--- config.mk ---
export PLATFORM = sky130hd
export DESIGN_NAME = timer_counter_device_flat
export DESIGN_NICKNAME = d
export VERILOG_FILES = /design/src/rtl/timer_counter_device_if.sv /design/src/rtl/timer_counter_device.sv /design/src/flat_wrapper.sv
export SDC_FILE = /design/constraint.sdc
export NUM_CORES = 1
export LEC_CHECK = 0
export ABC_AREA = 1
export ABC_CLOCK_PERIOD_IN_PS = 8200
export CORE_MARGIN = 2
export CORE_UTILIZATION = 55
export DETAILED_ROUTE_END_ITERATION = 10
export PLACE_DENSITY = 0.86
export SKIP_LAST_GASP = 1
export SYNTH_ARGS = -nofsm -noshare
export SYNTH_HDL_FRONTEND = slang
export SYNTH_SLANG_ARGS = --single-unit
export TNS_END_PERCENT = 50
--- constraint.sdc ---
create_clock -name clk -period 8.2 [get_ports clk]
set_input_delay 2.46 -clock clk [delete_from_list [all_inputs] [get_ports clk]]
set_output_delay 2.46 -clock clk [all_outputs]
set_load 0.005 [all_outputs]
--- src/rtl/timer_counter_device_if.sv ---
// Data-bus port between the CPU memory stage and the timer peripheral.
// Master is the CPU side; slave is the timer.
interface timer_counter_device_if;
    logic [31:0] Addr;
    logic        WE;
    logic [31:0] WD;
    logic [31:0] RD;
    logic        IRQ;

    modport master (
        output Addr,
        output WE,
        output WD,
        input  RD,
        input  IRQ
    );

    modport slave (
        input  Addr,
        input  WE,
        input  WD,
        output RD,
        output IRQ
    );
endinterface

--- src/rtl/timer_counter_device.sv ---
// Memory-mapped down-counting timer with one-shot / auto-reload modes.
// Optional TIMER_STATE_READ_EN: offset 0xC returns the FSM state for debug.
module timer_counter_device #(
    parameter logic [31:0] BASE_ADDR = 32'h0000_7F00
) (
    input  logic                   clk,
    input  logic                   reset,
    timer_counter_device_if.slave  bus
);

    typedef enum logic [1:0] {
        IDLE = 2'd0,
        LOAD = 2'd1,
        CNT  = 2'd2,
        INT  = 2'd3
    } state_t;

    state_t      state_q, state_d;
    logic [3:0]  ctrl_q, ctrl_d;
    logic [31:0] preset_q, preset_d;
    logic [31:0] count_q, count_d;
    logic        irq_q, irq_d;

    logic        hit;
    logic        wr_ctrl;
    logic        wr_preset;
    logic        en;
    logic [1:0]  mode;
    logic        im;
    logic        irq_set;
    logic [31:0] rd;
    logic        unused_addr;

    assign hit       = (bus.Addr[31:4] == BASE_ADDR[31:4]);
    assign wr_ctrl   = hit && bus.WE && (bus.Addr[3:2] == 2'd0);
    assign wr_preset = hit && bus.WE && (bus.Addr[3:2] == 2'd1);
    assign en        = ctrl_q[0];
    assign mode      = ctrl_q[2:1];
    assign im        = ctrl_q[3];
    assign unused_addr = ^bus.Addr[1:0];

    // Next-state logic: counter FSM, then CPU writes layered on top
    always_comb begin
        state_d  = state_q;
        ctrl_d   = ctrl_q;
        preset_d = preset_q;
        count_d  = count_q;
        irq_d    = irq_q;
        irq_set  = 1'b0;

        case (state_q)
            IDLE: begin
                if (en) begin
                    state_d = LOAD;
                end
            end
            LOAD: begin
                count_d = preset_q;
                state_d = CNT;
            end
            CNT: begin
                if (!en) begin
                    state_d = IDLE;
                end else if (count_q == 32'd0) begin
                    state_d = INT;
                    irq_d   = 1'b1;
                    irq_set = 1'b1;
                end else begin
                    count_d = count_q - 32'd1;
                end
            end
            INT: begin
                if (mode == 2'b01) begin
                    state_d = LOAD;
                    irq_d   = 1'b0;
                end else begin
                    ctrl_d[0] = 1'b0;
                    state_d   = IDLE;
                end
            end
            default: begin
                state_d = IDLE;
            end
        endcase

        // A CPU write to CTRL overrides the hardware En-clear and acks the IRQ
        if (wr_ctrl) begin
            ctrl_d = bus.WD[3:0];
            if (!irq_set) begin
                irq_d = 1'b0;
            end
        end

        if (wr_preset) begin
            preset_d = bus.WD;
        end
    end

    // State and register update
    always_ff @(posedge clk or posedge reset) begin
        if (reset) begin
            state_q  <= IDLE;
            ctrl_q   <= 4'd0;
            preset_q <= 32'd0;
            count_q  <= 32'd0;
            irq_q    <= 1'b0;
        end else begin
            state_q  <= state_d;
            ctrl_q   <= ctrl_d;
            preset_q <= preset_d;
            count_q  <= count_d;
            irq_q    <= irq_d;
        end
    end

    // Combinational read mux over the 16-byte window
    always_comb begin
        rd = 32'd0;
        if (hit) begin
            case (bus.Addr[3:2])
                2'd0: rd = {28'd0, ctrl_q};
                2'd1: rd = preset_q;
                2'd2: rd = count_q;
                2'd3: begin
`ifdef TIMER_STATE_READ_EN
                    rd = {30'd0, state_q};
`else
                    rd = 32'd0;
`endif
                end
                default: rd = 32'd0;
            endcase
        end
    end

    assign bus.RD  = rd;
    assign bus.IRQ = irq_q & im;

endmodule
--- src/flat_wrapper.sv ---
// flat-port wrapper written by rule: the top's interface ports become plain ports
module timer_counter_device_flat 
#(
    parameter logic [31:0] BASE_ADDR = 32'h0000_7F00
)
  (clk, reset, bus_Addr, bus_WE, bus_WD, bus_RD, bus_IRQ);
  timer_counter_device_if bus_i ();
  input  logic clk;
  input  logic reset;
  input wire logic [$bits(bus_i.Addr)-1:0] bus_Addr;
  input wire logic [$bits(bus_i.WE)-1:0] bus_WE;
  input wire logic [$bits(bus_i.WD)-1:0] bus_WD;
  output wire logic [$bits(bus_i.RD)-1:0] bus_RD;
  output wire logic [$bits(bus_i.IRQ)-1:0] bus_IRQ;
  assign bus_i.Addr = bus_Addr;
  assign bus_i.WE = bus_WE;
  assign bus_i.WD = bus_WD;
  assign bus_RD = bus_i.RD;
  assign bus_IRQ = bus_i.IRQ;
  timer_counter_device #(.BASE_ADDR(BASE_ADDR)) u_core (.clk(clk), .reset(reset), .bus(bus_i));
endmodule
==> metrics.txt <==
Worst Hold Launch u_core.preset_q[2]$_DFFE_PP0P_; die area 9851 um2; Yosys cell types 30; fmax 135.5 MHz; Core Area 8763 um2; clock root cell clkbuf_8; RR Startpoint u_core.state_q[0]$_DFFE_PP0P_; H-tree depth 3; Skew-Pair Late Insertion Delay 0.37 ns; library cell with the largest summed area after synthesis dfrtp_1; worst-case vdd ir drop 0.00007627 V; CTS tree done; Slew Limit Fails 0; RSZ-0062 raised after global routing no; Die W 99.25 um; Flop pwr share 46.1%; post-synth top area share 35.61%; Fin Clk Skew 0.01520 ns; Max Cap Violations 0; sw frac 23.18%; syn_nets 851; hold path endpoint u_core.preset_q[2]$_DFFE_PP0P_; Commonest cells post-synth 237 x nand2_1, 103 x inv_1, 87 x nor2_1, 74 x nand3_1, 71 x dfrtp_1; count leader, synth nand2_1; P_sw 0.1762 mW; slew margin rel. 27.98%; num rows 34; setup violators final 0; outcome finished clean; crit path max fanout 32; Bufs on Longest Clock Path 2; largest net degree at the start of global routing 72; final wirelength 14470 um; Nets 931; hold_buf cts 0; vias in the first global route 5097; Adder-Cell Fraction of Synth Area 1.505%; XOR/XNOR share of the synthesized area 0%; Synth Cell Area 4990 um2; Int Pwr 0.5839 mW; Synth Instances 778; area growth from synthesis to layout 24.35%; Seq cells post-synth 71; DRC Markers 0; number of sinks driven by the clock tree 71; simple-gate share of the synthesized area 37.26%; vias per inst 5.540; initial drt markers 520; hold crit path type register to register; synth top area cells dfrtp_1 36%, nand2_1 18%, inv_1 7.7%; Worst Tran Pin Value 1.079 ns; Final HPWL DP 10440 um; syn avg cell area 6.414 um2; Crit Path Category input pin to output port; initial core utilization 56.94%; IO buf count 97; Hold Slack 0.5038 ns; clock share of power 46.4%; Final Wtd Congestion 0.9666; Setup Fix Bufs, Post-CTS 0; post-synthesis sequential area ratio 35.61%; RR Endpoint u_core.count_q[12]$_DFFE_PP0P_; setup TNS 0 ns; share of cells above drive strength 1 7.764%; gr usage total 30.71%; first-pass GRT wire length 24280 um; vias 5379; critical path data arrival time 4.92 ns; main flop type after synthesis dfrtp_1; complex-gate fraction of the synthesized area 14.42%; wire per inst 14.91 um; Tcrit/Tclk final 90.02%; total grt overflow 0; ys async rst share 100.0%; Post-Place Setup Slack 0.8159 ns; Ports 100; Worst Setup Start Kind input pin; initial antenna violation count 0; Worst Path Required 5.74 ns; Worst-path clk slew 0.07 ns; final hold violations 0; ANT cells 0; Post-synth EDFFs 0; Worst Setup SP bus_Addr[7]; final setup margin 0.8182 ns; synthesis warning total 0; largest family of logic cells by synthesized area simple AND/OR/NAND/NOR gates; leakage 2.939 nW; Cell Pwr Density 122.5 nW/um2; crit end category output port; R2R Setup Slk 5.58 ns; Final min period 7.382 ns; worst hold path depth 2; R2R depth 8; post-synthesis mux area share 0%; Routed Antenna Nets 0; drt first pass iters 5; Gate power share 7.6%; Num CTS Buffers 9; Die H 99.25 um; post-CTS sizing 0
-- worst max-delay path by stage --
stage,endpoint,slack (ns)
after floorplan,bus_RD[21],2.35
after global placement,bus_RD[11],0.87
after detailed placement,bus_RD[11],0.82
after CTS,bus_RD[11],0.80
after global routing,bus_RD[13],0.68
final,bus_RD[13],0.82
-- power groups by stage --
stage	Sequential [mW]	Combinational, mW	Clock (mW)
finish	0.350	0.0576	0.352
detailed placement	0.357	0.0578	0
global placement	0.357	0.0568	0
global route	0.350	0.0634	0.367
floorplan	0.357	0.0211	0
CTS	0.350	0.0579	0.352
-- kinds of logic after synthesis --
kind of cell / count (synthesis)
buffers and inverters: 137
and+or+nand+nor: 436
DFF: 71
AOI/OAI and AO/OA: 128
adders and majority gates: 6
-- layout make-up --
cell class	count	area, um2
clock inverter	7	120.1
inverter	105	394.1
multi-input combinational	570	2654
tap	108	135.1
fill	690	2559
sequential	71	1777
clock buffer	9	123.9
timing repair buffer	101	1001
-- sequential cells by signal (all words and copies together), names as in the netlist --
signal,flops
u_core.count_q,32
u_core.preset_q,32
u_core.ctrl_q,4
u_core.state_q,2
u_core.irq_q,1
-- layout by cell type (no fill, tap or decap), types with 4 or more instances in the layout --
cell and instances:
a21oi_1 34, buf_4 4, clkbuf_8 9, clkdlybuf4s50_1 97, dfrtp_1 71, ha_1 6
inv_1 102, nand2_1 237, nand2_2 14, nand3_1 74, nand4_1 7, nor2_1 87
nor2_2 9, o21ai_0 52, o21ai_1 16, o21ai_2 16, o22ai_1 5
-- stage by stage --
| stage | area [um2] | total power [mW] | utilization (%) | instances |
|---|---|---|---|---|
| after floorplan | 4990 | 0.3781 | - | 778 |
| after global placement | 5961 | 0.4138 | 68.02 | 955 |
| after detailed placement | 5961 | 0.4148 | 68.02 | 955 |
| after CTS | 6205 | 0.7596 | 70.80 | 971 |
| after global routing | 6205 | 0.7800 | 70.80 | 971 |
| final | 6205 | 0.7601 | 70.80 | 971 |
-- critical path: stages --
cell             delay (ns)
clkdlybuf4s50_1        0.41
nor2_1                 0.16
nand2_1                0.08
nor2_1                 0.10
nand2_1                0.07
nor2_2                 0.20
inv_1                  0.46
a21oi_1                0.41
clkdlybuf4s50_1        0.57
-- metal layers --
metal / wire length (um) / GRT usage [%] / part of all wire (%)
met5: 0 / 0 / 0
met2: 6660 / 48.49 / 46
met3: 1356 / 3.865 / 9.4
met1: 6236 / 44.01 / 43
met4: 221 / 10.33 / 1.5
No activity file was read; power rests on OpenSTA's default activity.
==> edit 1, RTL diff (same settings) <==
Put a register stage on the output `bus.IRQ`. The value now appears one clock later.
--- a/src/rtl/timer_counter_device.sv
+++ b/src/rtl/timer_counter_device.sv
@@ -134,6 +134,8 @@
     end
 
     assign bus.RD  = rd;
-    assign bus.IRQ = irq_q & im;
+    always_ff @(posedge clk) begin
+        bus.IRQ <= irq_q & im;
+    end
 
 endmodule
Check against the original RTL: not equivalent (Yosys sat finds a counterexample within 10 cycles, from zero or initial values and one cycle with reset high).
==> edit 1 against the unedited design <==
Synthesized area rose by 0.40%. Clock skew rose by 1.4 ps. Combinational power rose by 1%. Routed wire length rose by 3.2%. Power fell by 8.1%. Sequential cell count rose by 1. Register-to-register slack improved by 50 ps. Count of clock-buffer cells in the layout rose by 1. Clock power fell by 19%. Die area rose by 0.38%. Worst setup slack improved by 82 ps. Cell count rose by 0.10%. Design area fell by 0.56%. Maximum frequency rose by 1.1%.
==> edit 1: results (changes against the unedited design) <==
| Metric | Value |
|---|---|
| Post-synth cell types | 31 (+3.3%) |
| Vias in the first global route | 5074 (-0.45%) |
| Worst Path Arrival | 4840 ps (-80 ps) |
| Ant. Diodes | 0 (unchanged) |
| Routed via count | 5374 (-0.093%) |
| Seq. pwr | 355 uW (+1%) |
| WL per Instance | 15.37 um (+3.1%) |
| DR DRC count | 0 (unchanged) |
| Mapped Nets | 852 (+0.12%) |
| Worst-Skew Late Latency | 360 ps |
| H-tree Lvls | 3 (unchanged) |
| Layout fillers | 748 (+8.4%) |
| FF-to-FF End | u_core.count_q[4] |
| Min-delay worst type | flop to flop |
| Setup crit end | bus_RD[24] |
| Share of cells above drive strength 1 | 7.639% (-0.12 points) |
| Top-area cell type share of the netlist area | 35.46% (-0.14 points) |
| Outcome | finished clean |
| Comb. pwr | 58.4 uW (+1%) |
| Met1 WL | 6504 um (+4.3%) |
| Final #Nets | 932 (+0.11%) |
| Count of input and output buffers | 97 (unchanged) |
| Met3 Use GR | 6.044% (+2.2 points) |
| Post-synth top cells | nand2_1 (237), inv_1 (103), nor2_1 (87) |
| GPL Wtd Cong | 0.9781 (+1.2%) |
| Detail Route met3 WL | 1556 um (+15%) |
| Initial antenna violation count | 0 (unchanged) |
| Clock root cell | clkbuf_8 |
| DR top layer | met4 |
| Post-DP HPWL | 11060 um (+6.0%) |
| First-pass GRT wire length | 24900 um (+2.5%) |
| Top post-synthesis cells by area | dfrtp_1 (35%), nand2_1 (18%), inv_1 (7.7%), nand3_1 (7.4%), nor2_1 (6.5%) |
| Relative slew slack | 28.64% (+0.66 points) |
| DR WL met2 | 6624 um (-0.54%) |
| Worst setup path startpoint | bus_Addr[12] |
| Met1 GRT Util | 45.97% (+2.0 points) |
| Setup repair bufs after CTS | 0 (unchanged) |
| Register area share after synthesis | 35.86% (+0.26 points) |
| Synth warnings | 0 (unchanged) |
| Total track usage | 31.72% (+1.0 points) |
| Met2 usage | 48.75% (+0.26 points) |
| Worst-path clk slew | 70 ps (about the same) |
| RR Startpoint | u_core.state_q[0] |
| Reg2Reg Depth | 8 (unchanged) |
| Worst Skew | 16.55 ps (+1.357 ps) |
| Family with the most delay on the worst path | buffers and inverters |
| Cts repair resizes | 0 (unchanged) |
| Max IR drop VDD | 0.07473 mV (-2.0%) |
| Iteration-0 DRC Markers | 481 (-7.5%) |
| Async SR Flop Fraction | 98.61% (-1.4 points) |
| P_int | 525.5 uW (-10%) |
| Leak | 2.923 nW (-0.54%) |
| R2r setup slk | 5630 ps (+50 ps) |
| Final setup fails | 0 (unchanged) |
| Router iterations before antenna repair | 6 (+1) |
edit 1: layout make-up:
class,instances,area share [%]
Multi-Input combinational cell,570,43.01
Sequential cell,72,29.12
Timing Repair Buffer,101,16.22
Inverter,105,6.388
Tap cell,108,2.190
Clock buffer,10,2.069
Clock inverter,6,0.9937
edit 1: kinds of logic (layout without fill, tap and decap cells):
family	Yosys count	count (layout)	synth area share (%)
AND/OR/NAND/NOR	436	436	37.11
AO/OA/AOI/OAI	128	128	14.36
adder cells (fa/ha/maj)	6	6	1.498
buffers and inverters	137	222	11.16
flip-flops	72	72	35.86
edit 1: tightest hold or removal path, delay by kind of cell, from the launching register on:
family | cells | cell delay, ps
AND/OR/NAND/NOR | 1 | 50
AO/OA/AOI/OAI | 1 | 60
flip-flops | 1 | 350
edit 1: stage by stage:
step / hold WS (ps) / std cells / area (um^2) / worst slack, ps / total power, mW
finish: 499.8 / 972 / 6170 / 900.2 / 0.6984
global route: 536.0 / 972 / 6170 / 717.3 / 0.7175
CTS: 500.3 / 972 / 6170 / 904.1 / 0.6989
detailed placement: 480.7 / 956 / 5981 / 925.6 / 0.4205
global placement: 469.8 / 956 / 5981 / 932.4 / 0.4192
floorplan: 448.0 / 779 / 5010 / 2354 / 0.3831
edit 1: worst min path at each step:
stage | start | to | slack [ps] | cells past startpoint
floorplan | u_core.ctrl_q[3] | u_core.bus.IRQ | 450 | 2
global placement | u_core.ctrl_q[1] | u_core.ctrl_q[1] | 470 | 2
detailed placement | u_core.preset_q[3] | u_core.preset_q[3] | 480 | 2
CTS | u_core.preset_q[2] | u_core.preset_q[2] | 500 | 2
global route | u_core.ctrl_q[1] | u_core.ctrl_q[1] | 540 | 2
finish | u_core.preset_q[2] | u_core.preset_q[2] | 500 | 2
==> edit 2, RTL diff (same settings) <==
Made on the original files. Add a define of `TIMER_STATE_READ_EN`.
--- a/src/rtl/timer_counter_device.sv
+++ b/src/rtl/timer_counter_device.sv
@@ -1,5 +1,7 @@
 // Memory-mapped down-counting timer with one-shot / auto-reload modes.
 // Optional TIMER_STATE_READ_EN: offset 0xC returns the FSM state for debug.
+`define TIMER_STATE_READ_EN
+
 module timer_counter_device #(
     parameter logic [31:0] BASE_ADDR = 32'h0000_7F00
 ) (
Behaviour: not the same (Yosys sat finds a counterexample within 4 cycles, from zero or initial values and one cycle with reset high).
==> edit 2 against the unedited design <==
Synthesized area is 1.7% lower. Utilization up 0.13 points. Synthesized cell count shrank 1.8%. Routed wire length rose by 2.5%. Global-route usage grew 0.25 points. Sequential cell count is the same. Combinational power decreased by 4.0%. Worst setup slack better by 5.1 ps. Sequential share of layout area up 0.23 points. First-iteration DRC count is 6.5% higher. Critical path depth did not move. Sequential power barely moved. Power grew 3.6%. Design area decreased by 0.79%. Critical path type unchanged. Largest cell class unchanged. Highest routed layer unchanged.
==> edit 2: results (changes against the unedited design) <==
| Metric | Value |
|---|---|
| Final setup fails | 0 (unchanged) |
| Post-synth top cells | nand2_1 (279), nor2_1 (85), inv_1 (82) |
| Count of input and output buffers | 97 (unchanged) |
| Largest net degree at the start of global routing | 72 (unchanged) |
| Post-synth top flop | dfrtp_1 |
| H-tree Lvls | 3 (unchanged) |
| Worst-Skew Late Latency | 350 ps (-20 ps) |
| Max IR drop VDD | 0.1081 mV (+42%) |
| Share of cells above drive strength 1 | 8.558% (+0.79 points) |
| Worst Path Arrival | 4920 ps (about the same) |
| Met3 Use GR | 5.106% (+1.2 points) |
| Setup repair bufs after CTS | 0 (unchanged) |
| Synthesized area per cell | 6.420 um^2 (about the same) |
| Register area share after synthesis | 36.22% (+0.62 points) |
| Iteration-0 DRC Markers | 554 (+6.5%) |
| Total track usage | 30.96% (+0.25 points) |
| GPL Wtd Cong | 0.8831 (-8.6%) |
| DR top layer | met4 |
| Relative slew slack | 22.34% (-5.6 points) |
| Inserted Clock Buffers | 9 (unchanged) |
| Final period demand of the worst path | 7377 ps (-5.083 ps) |
| Vias in the first global route | 5138 (+0.80%) |
| Met1 GRT Util | 43.67% (-0.34 points) |
| Met1 WL | 6290 um (+0.87%) |
| First-pass GRT wire length | 24270 um (about the same) |
| Routed via count | 5331 (-0.89%) |
| Met2 usage | 49.50% (+1.0 points) |
| Synth warnings | 0 (unchanged) |
| Detail Route met3 WL | 1430 um (+5.5%) |
| WL per Instance | 15.44 um (+3.6%) |
| Async SR Flop Fraction | 100.0% (unchanged) |
| Router iterations before antenna repair | 5 (unchanged) |
| CTS Buffer Depth | 2 (unchanged) |
| Worst Skew | 12.76 ps (-2.442 ps) |
| Final #Nets | 921 (-1.1%) |
| R2r setup slk | 5410 ps (-170 ps) |
| Area after DPL | 0.005889 mm^2 (-1.2%) |
| Clock root cell | clkbuf_8 |
| Top flop regs | u_core.count_q x32, u_core.preset_q x32, u_core.ctrl_q x4 |
| Top post-synthesis cells by area | dfrtp_1 (36%), nand2_1 (21%), nor2_1 (6.5%), inv_1 (6.3%), nand3_1 (4.9%) |
| Post-synth cell types | 28 (-6.7%) |
| Outcome | finished clean |
| Worst-path maximum fanout | 32 (unchanged) |
| Initial antenna violation count | 0 (unchanged) |
| # placed instances | 945 (-1.0%) |
| DR WL met2 | 6847 um (+2.8%) |
| Mapped Nets | 837 (-1.6%) |
| Hold Slack | 501.4 ps (-2.425 ps) |
| Min-delay worst type | flop to flop |
| Ant. Diodes | 0 (unchanged) |
| Leak | 2.973 nW (+1.2%) |
| Worst-path clk slew | about 80 ps |
| Cts repair resizes | 0 (unchanged) |
| Post-DP HPWL | 10620 um (+1.7%) |
| Vias per cell | 5.547 (+0.14%) |
| Post-Place Setup Slack | 832.3 ps (+16.40 ps) |
-- edit 2: changes by cell type after synthesis, moves of 2 or more --
cell,delta
o21ai_1,+17
nand2_1,+42
inv_1,-21
clkbuf_1,-5
a221oi_1,+2
nand3b_1,+2
o21bai_1,+4
nor2_1,-2
o22ai_1,-3
o21ai_0,-28
nand2_2,+6
nand3_1,-26
-- edit 2: report_power, final --
part	switching, mW	internal (mW)	leakage [nW]	total (mW)
Combinational	0.0249	0.0304	1.85	0.0553
Sequential	0.000172	0.350	0.987	0.350
Clock	0.148	0.234	0.134	0.382
-- edit 2: final timing paths --
path                                     from                 end  cells after the start
hold / removal             u_core.preset_q[3]  u_core.preset_q[3]                      2
hold reg to reg            u_core.preset_q[3]  u_core.preset_q[3]                      2
setup reg to reg            u_core.state_q[0]   u_core.count_q[0]                      7
max in group asynchronous               reset  u_core.count_q[11]                      3
setup / recovery                  bus_Addr[5]           bus_RD[8]                      9
min in group asynchronous               reset    u_core.ctrl_q[2]                      3
-- edit 2: critical path: stages --
cell             delay, ps
clkdlybuf4s50_1        410
nor2_1                 110
nand2_1                 60
nor2_1                 100
nand2_1                 60
nor2_1                 220
inv_1                  550
a21oi_1                390
clkdlybuf4s50_1        550
-- edit 2: cell families after synthesis --
group	after synthesis	synth area share, %
AND/OR/NAND/NOR	457	38.98
AO/OA/AOI/OAI	116	13.55
buffers and inverters	114	9.719
flip-flops	71	36.22
adder cells (fa/ha/maj)	6	1.531
-- edit 2: cell type report --
type | instances | area [um^2]
multi-input combinational | 579 | 2654
fill | 748 | 2522
sequential | 71 | 1777
timing repair buffer | 101 | 1001
inverter | 86 | 322.8
clock inverter | 7 | 142.6
tap | 108 | 135.1
clock buffer | 9 | 123.9
